<file path="src/rtl/clamp_slew_mc.sv">
// Multi-channel signed fixed-point clamp with optional per-channel slew limiting and
// saturating per-channel clamp statistics. One cycle of latency, shared format for all channels.
module clamp_slew_mc #(
    parameter int N   = 2,
    parameter int W   = 16,
    parameter int EXP = -8,
    parameter int CW  = 8
) (
    input  logic            clk,
    input  logic            rst,
    input  logic            in_valid,
    input  logic [N*W-1:0]  in_data,
    input  logic [1:0]      mode,
    input  logic [W-1:0]    lo,
    input  logic [W-1:0]    hi,
    input  logic [W-2:0]    slew,
    input  logic            cnt_clr,
    output logic            out_valid,
    output logic [N*W-1:0]  out_data,
    output logic [N-1:0]    sat_flag,
    output logic [N*CW-1:0] sat_cnt
);

    // The exponent only documents the code scaling; nothing inside depends on it.
    if (EXP < -1024 || EXP > 1024) begin : g_exp_range
        $error("EXP outside supported range");
    end

    logic            out_valid_q, out_valid_d;
    logic [N*W-1:0]  out_data_q, out_data_d;
    logic [N-1:0]    sat_flag_q, sat_flag_d;
    logic [N*CW-1:0] sat_cnt_q, sat_cnt_d;
    logic            primed_q, primed_d;

    logic signed [W-1:0] lo_s, hi_s;
    logic signed [W:0]   slew_pos, slew_neg;
    logic [W-1:0]        slew_w;

    logic [W-1:0] res_w [N];
    logic [N-1:0] ev_w;

    assign lo_s     = lo;
    assign hi_s     = hi;
    assign slew_pos = {2'b00, slew};
    assign slew_neg = -slew_pos;
    assign slew_w   = {1'b0, slew};

    for (genvar i = 0; i < N; i++) begin : g_ch
        logic signed [W-1:0] x, prev, lo_c, c, res;
        logic signed [W:0]   d;
        logic                ev;

        assign x    = in_data[i*W +: W];
        assign prev = out_data_q[i*W +: W];

        always_comb begin
            // max against lo first, then min against hi: an inverted window yields hi
            lo_c = (x < lo_s) ? lo_s : x;
            c    = (lo_c > hi_s) ? hi_s : lo_c;
            d    = {c[W-1], c} - {prev[W-1], prev};
            ev   = in_valid && (mode != 2'b00) && ((x < lo_s) || (x > hi_s));
            res  = c;
            case (mode)
                2'b00:   res = x;
                2'b01:   res = c;
                default: begin
                    if (!primed_q) begin
                        res = c;
                    end else if (d > slew_pos) begin
                        res = prev + slew_w;
                    end else if (d < slew_neg) begin
                        res = prev - slew_w;
                    end else begin
                        res = c;
                    end
                end
            endcase
        end

        assign res_w[i] = res;
        assign ev_w[i]  = ev;
    end

    always_comb begin
        out_valid_d = in_valid;
        primed_d    = primed_q | in_valid;
        out_data_d  = out_data_q;
        sat_cnt_d   = sat_cnt_q;
        sat_flag_d  = sat_flag_q;
        for (int i = 0; i < N; i++) begin
            if (in_valid) begin
                out_data_d[i*W +: W] = res_w[i];
            end
            // clear wins over a same-cycle clamp event
            if (cnt_clr) begin
                sat_cnt_d[i*CW +: CW] = '0;
                sat_flag_d[i]         = 1'b0;
            end else if (ev_w[i]) begin
                sat_flag_d[i] = 1'b1;
                if (sat_cnt_q[i*CW +: CW] != {CW{1'b1}}) begin
                    sat_cnt_d[i*CW +: CW] = sat_cnt_q[i*CW +: CW] + CW'(1);
                end
            end
        end
    end

    always_ff @(posedge clk or negedge rst) begin
        if (!rst) begin
            out_valid_q <= 1'b0;
            out_data_q  <= '0;
            sat_flag_q  <= '0;
            sat_cnt_q   <= '0;
            primed_q    <= 1'b0;
        end else begin
            out_valid_q <= out_valid_d;
            out_data_q  <= out_data_d;
            sat_flag_q  <= sat_flag_d;
            sat_cnt_q   <= sat_cnt_d;
            primed_q    <= primed_d;
        end
    end

    assign out_valid = out_valid_q;
    assign out_data  = out_data_q;
    assign sat_flag  = sat_flag_q;
    assign sat_cnt   = sat_cnt_q;

endmodule

</file>
<file path="config.mk">
export PLATFORM = sky130hd
export DESIGN_NAME = clamp_slew_mc
export DESIGN_NICKNAME = d
export VERILOG_FILES = /design/src/rtl/clamp_slew_mc.sv
export SDC_FILE = /design/constraint.sdc
export NUM_CORES = 1
export LEC_CHECK = 0
export CORE_ASPECT_RATIO = 1.75
export CORE_MARGIN = 2
export CORE_UTILIZATION = 60
export DETAILED_ROUTE_END_ITERATION = 10
export GPL_TIMING_DRIVEN = 1
export PLACE_DENSITY = 0.82
export SYNTH_ARGS = -nofsm -noshare
export SYNTH_HDL_FRONTEND = slang
export SYNTH_SLANG_ARGS = --single-unit
</file>
<file path="constraint.sdc">
create_clock -name clk -period 5.4 [get_ports clk]
set_clock_uncertainty 0.2 [all_clocks]
set_input_delay 0.54 -clock clk [delete_from_list [all_inputs] [get_ports clk]]
set_output_delay 0.54 -clock clk [all_outputs]
set_load 0.02 [all_outputs]
</file>
==> metrics, run 1 <==
gr ovfl total 10; synthesized area 0.01230 mm^2; Initial Util 60.86%; Rows 69; Yosys top cell area share 25.54%; H-Tree Depth 2; Post-synth top flop dfrtp_1; HPWL Detailed 44,040 um; Synth Instances 1,555; Post-synth EDFFs 0; Root Driver clkbuf_16; area leader, netlist ha_1; Net Count, Synth 1,897; pin count of the biggest net entering global routing 53; asr flop ratio synth 100.0%; pre-CTS WS -4602 ps; Post-Synth Adder-Cell Area 26.52%; Top Ports 136; Mapped Avg Cell Area 7.907 um^2; status aborted with a tool error; flops & latches, synth 52; Synth Area in Simple Gates 18.83%; First Err [ERROR GRT-0116] Global routing finished with congestion. Check the congestion regions in the DRC Viewer.; sequential cell area fraction in the yosys report 10.58%; largest family of logic cells by synthesized area adder cells; clk buf depth 2; Placer Congestion 1.028; total CTS buffers 5; first-pass GRT wire length 118,600 um; Compound-Gate Fraction of Synth Area 25.63%; DIE HEIGHT 193.4 um; GRT Overall Usage 69.80%; top area cells in the synthesized netlist ha_1, dfrtp_1, mux2_2, inv_1, a21oi_1; post-synthesis mux area share 7.622%; vias in the first global route 19,740; hold_buf cts 0; Synth warnings 0; stage reached global routing; TritonCTS Sinks 52; Synth cell types 86; Chip Width 112.2 um; XOR/XNOR share of the synthesized area 4.986%; number of port buffers 135
==> logic make-up after synthesis <==
group,Yosys count
and+or+nand+nor,459
AOI/OAI and AO/OA,455
adders and majority gates,257
buffers and inverters,180
muxes,82
xor gates and xnor gates,70
DFF,52
==> cell usage after synthesis (all sizes together) (7+ instances only) <==
cell / count
dfrtp: 52
xnor2: 49
mux2: 60
xor2: 21
nand2b: 25
nand2: 86
o21bai: 13
buf: 16
a31oi: 18
nand4: 34
nand3b: 7
o31ai: 14
or4: 8
and3: 18
o221ai: 26
clkbuf: 34
o31a: 9
and2: 12
inv: 130
ha: 251
o21a: 26
o21ai: 79
nor3: 36
mux2i: 22
or3: 8
a22oi: 10
a221oi: 7
o2111ai: 9
a211o: 7
a31o: 7
nor4: 7
a21o: 38
nor2b: 26
o211ai: 19
nor2: 123
a211oi: 17
nand3: 45
a21oi: 99
o22ai: 8
or2: 8
==> metal layers <==
| metal | overflow | GRT usage (%) |
|---|---|---|
| met2 | 5 | 92.32 |
| met5 | 0 | 8.506 |
| met3 | 0 | 47.84 |
| met1 | 0 | 66.84 |
| met4 | 5 | 74.75 |
==> stage by stage <==
stage	utilization, %	instances	setup TNS, ps	area (um^2)
global placement	82.58	2217	-137610	16680
CTS	90.75	2309	-107160	18330
detailed placement	82.63	2218	-132850	16690
floorplan	-	1555	-65240	12800
==> what timing repair did <==
action | in CTS
setup endpoints to repair | 32
pin swaps | 109
gates cloned | 0
hold endpoints to repair | 0
buffers inserted | 85
resized for setup | 257
==> inputs of run 2 (changes only) <==
CORE_ASPECT_RATIO = unset   (was 1.75)
CORE_UTILIZATION = 40   (was 60)
PLACE_DENSITY = unset   (was 0.82)
PLACE_DENSITY_LB_ADDON = 0.15   (was unset)
==> run 2 against run 1 <==
  * The flow now finishes, with violations (setup timing)
  * Synthesized cell count unchanged
  * Synthesized area unchanged
==> metrics, run 2 <==
status finished, violations left; failing checks setup timing; vias in the first global route 14,860; first-pass GRT wire length 82,770 um; DIE HEIGHT 179.3 um; TritonCTS Sinks 52; most common cell in the netlist ha_1; Placer Congestion 0.9969; minimum clock period 8290 ps; worst min-delay path category input pin to async pin; GRT Overall Usage 34.02%; share of cells above drive strength 1 36.54%; Mapped Avg Cell Area 7.907 um^2; top area cells in the synthesized netlist ha_1, dfrtp_1, mux2_2, inv_1, a21oi_1; Worst-path clk slew 80 ps; CP max-delay cell or3b_4; number of port buffers 135; WL per Instance 22.06 um; CTS tree done; sequential cell area fraction in the yosys report 10.58%; total CTS buffers 5; flops & latches, synth 52; clock latency on the worst-skew pair 320 ps; H-Tree Depth 2; post-synthesis mux area share 7.622%; area leader, netlist ha_1; max reg flops 32; family with the most delay on the worst path compound AO/OA/AOI/OAI gates; Placed Instances 2,392; leak pwr 8.947 nW; DRT antenna net count 0; routed wire length 55,040 um; Post-Synth Adder-Cell Area 26.52%; Synth Instances 1,555; Finished Layout Cells 2,495; post-route clock period utilization 153.5%; XOR/XNOR share of the synthesized area 4.986%; initial antenna violation count 0; Critical Path Most Common Cell buf_4; Compound-Gate Fraction of Synth Area 25.63%; pin count of the biggest net entering global routing 53; gr ovfl total 0; Max-Cap Viols 0; Synth cell types 86; VDD IR-drop max 0.4117 mV; f_max 120.6 MHz; Rows 64; largest family of logic cells by synthesized area adder cells; final instance area 0.01922 mm^2; Synth Area in Simple Gates 18.83%; Yosys top cell area share 25.54%; Top Ports 136; filler cell count 2,626; fin nets 2,440; Critical Path Sink Type flip-flop; CP Max Fanout 6; synthesized area 0.01230 mm^2; Layout area overhead 56.31%; Initial DRT Pass Iterations 5; Initial Util 40.41%; RSZ-0062 raised after global routing true; HPWL Detailed 42,940 um; asr flop ratio synth 100.0%; crit-path max cell delay 400 ps; Synth warnings 0; crit path buf inv count 6; pre-CTS WS -3917 ps; CP Launch Type input pin; crit path kind input pin to flip-flop; Net Count, Synth 1,897; DRC 0; Post-synth top flop dfrtp_1; Slew Limit Fails 0; DRT iter0 DRCs 912; Via Count 14,650; hold_buf cts 0; Chip Width 179.3 um; n_diodes 0; Root Driver clkbuf_16; actual slew at the worst max-slew pin 849.9 ps; pwr dens 665.1 mW/mm^2; Core Area 0.03043 mm^2; die area 0.03216 mm^2; Cell Area, Placed 0.01710 mm^2; commonest cells in the netlist ha_1, inv_1, nor2_1; Vias/cell 5.871; crit path DAT 8290 ps; most frequent cells in the layout buf_4, ha_1, inv_1, nor2_1, clkdlybuf4s50_1; final worst slack -2890 ps; final setup violation count 32; leading cell type in the layout, fill and taps excluded buf_4; worst rel slew slack 43.23%; clk buf depth 2; WP data required 5400 ps; Post-synth EDFFs 0; Final Hold Fails 0
==> run 2: cell counts after synthesis <==
No cell type changed its count.
==> run 2: worst paths after layout <==
check	cells past startpoint	endpoint	from	slack, ps
setup / recovery	38	out_data[25]$_DFFE_PN0P_	in_data[22]	-2890
hold / removal	2	out_data[0]$_DFFE_PN0P_	rst	150
setup reg to reg	24	out_data[25]$_DFFE_PN0P_	out_data[16]$_DFFE_PN0P_	280
hold reg to reg	2	sat_flag[0]$_DFFE_PN0P_	sat_flag[0]$_DFFE_PN0P_	320
max in group asynchronous	2	sat_cnt[12]$_DFFE_PN0P_	rst	4250
min in group clk	2	sat_flag[0]$_DFFE_PN0P_	sat_flag[0]$_DFFE_PN0P_	320
==> run 2: cells by family (layout without fill, tap and decap cells) <==
family	after synthesis	after routing
flip-flops	52	52
XOR/XNOR	70	70
AO/OA/AOI/OAI	455	455
AND/OR/NAND/NOR	459	460
multiplexers	82	82
adder cells (fa/ha/maj)	257	257
buffers and inverters	180	723
==> run 2: layout make-up <==
| type | instances | area [um^2] | share of cell area [%] |
|---|---|---|---|
| sequential | 52 | 1301 | 6.770 |
| inverter | 130 | 510.5 | 2.656 |
| clock buffer | 6 | 128.9 | 0.6705 |
| multi-input combinational | 1324 | 11780 | 61.27 |
| clock inverter | 2 | 35.03 | 0.1823 |
| timing repair buffer | 585 | 4972 | 25.87 |
| tap | 396 | 495.5 | 2.578 |
==> run 2: metrics by stage <==
stage | utilization (%) | hold slack (ps) | power (mW) | TNS (ps)
CTS | 61.73 | 199.2 | 11.96 | -102820
finish | 63.16 | 151.7 | 12.78 | -84600
floorplan | - | 44.41 | 6.308 | -65240
detailed placement | 56.18 | 307.3 | 10.47 | -117870
global placement | 56.18 | 298.9 | 10.36 | -114950
global route | 63.16 | 226.6 | 13.60 | -94030
==> run 2: power by group <==
group | switching (mW) | internal (mW)
sequential | 0.225 | 0.518
combinational | 5.89 | 5.76
clock | 0.170 | 0.219
total | 6.29 | 6.50
==> run 2: worst reg2reg max path: stages, from the launching register on <==
cell	delay (ps)
dfrtp_1	500
ha_4	180
inv_1	60
fa_2	400
a21oi_4	180
o2bb2ai_2	90
o41a_1	370
and2_4	190
and3_4	150
o22ai_4	100
o21bai_1	80
a21oi_1	170
xnor2_1	180
ha_1	290
nand4_1	120
nor2_2	70
buf_4	130
a221oi_2	270
a211oi_2	100
buf_4	170
a21o_4	230
buf_4	150
nor2_1	160
a2111oi_2	80
o32a_1	360
==> run 2: repair_timing <==
item / CTS / global route
setup endpoints to repair: 32 / 40
pin swaps: 101 / 75
gates resized for setup: 278 / 111
setup buffers: 104 / 19
cloned: 2 / 1
==> run 2: per-layer routing <==
metal	GRT usage (%)	vias up	part of all wire, %
met4	17.51	0	5.2
li1	-	6910	-
met5	0	-	0
met3	3.923	138	5.4
met1	42.32	7053	42
met2	57.76	548	47
(Power assumes the default switching activity.)
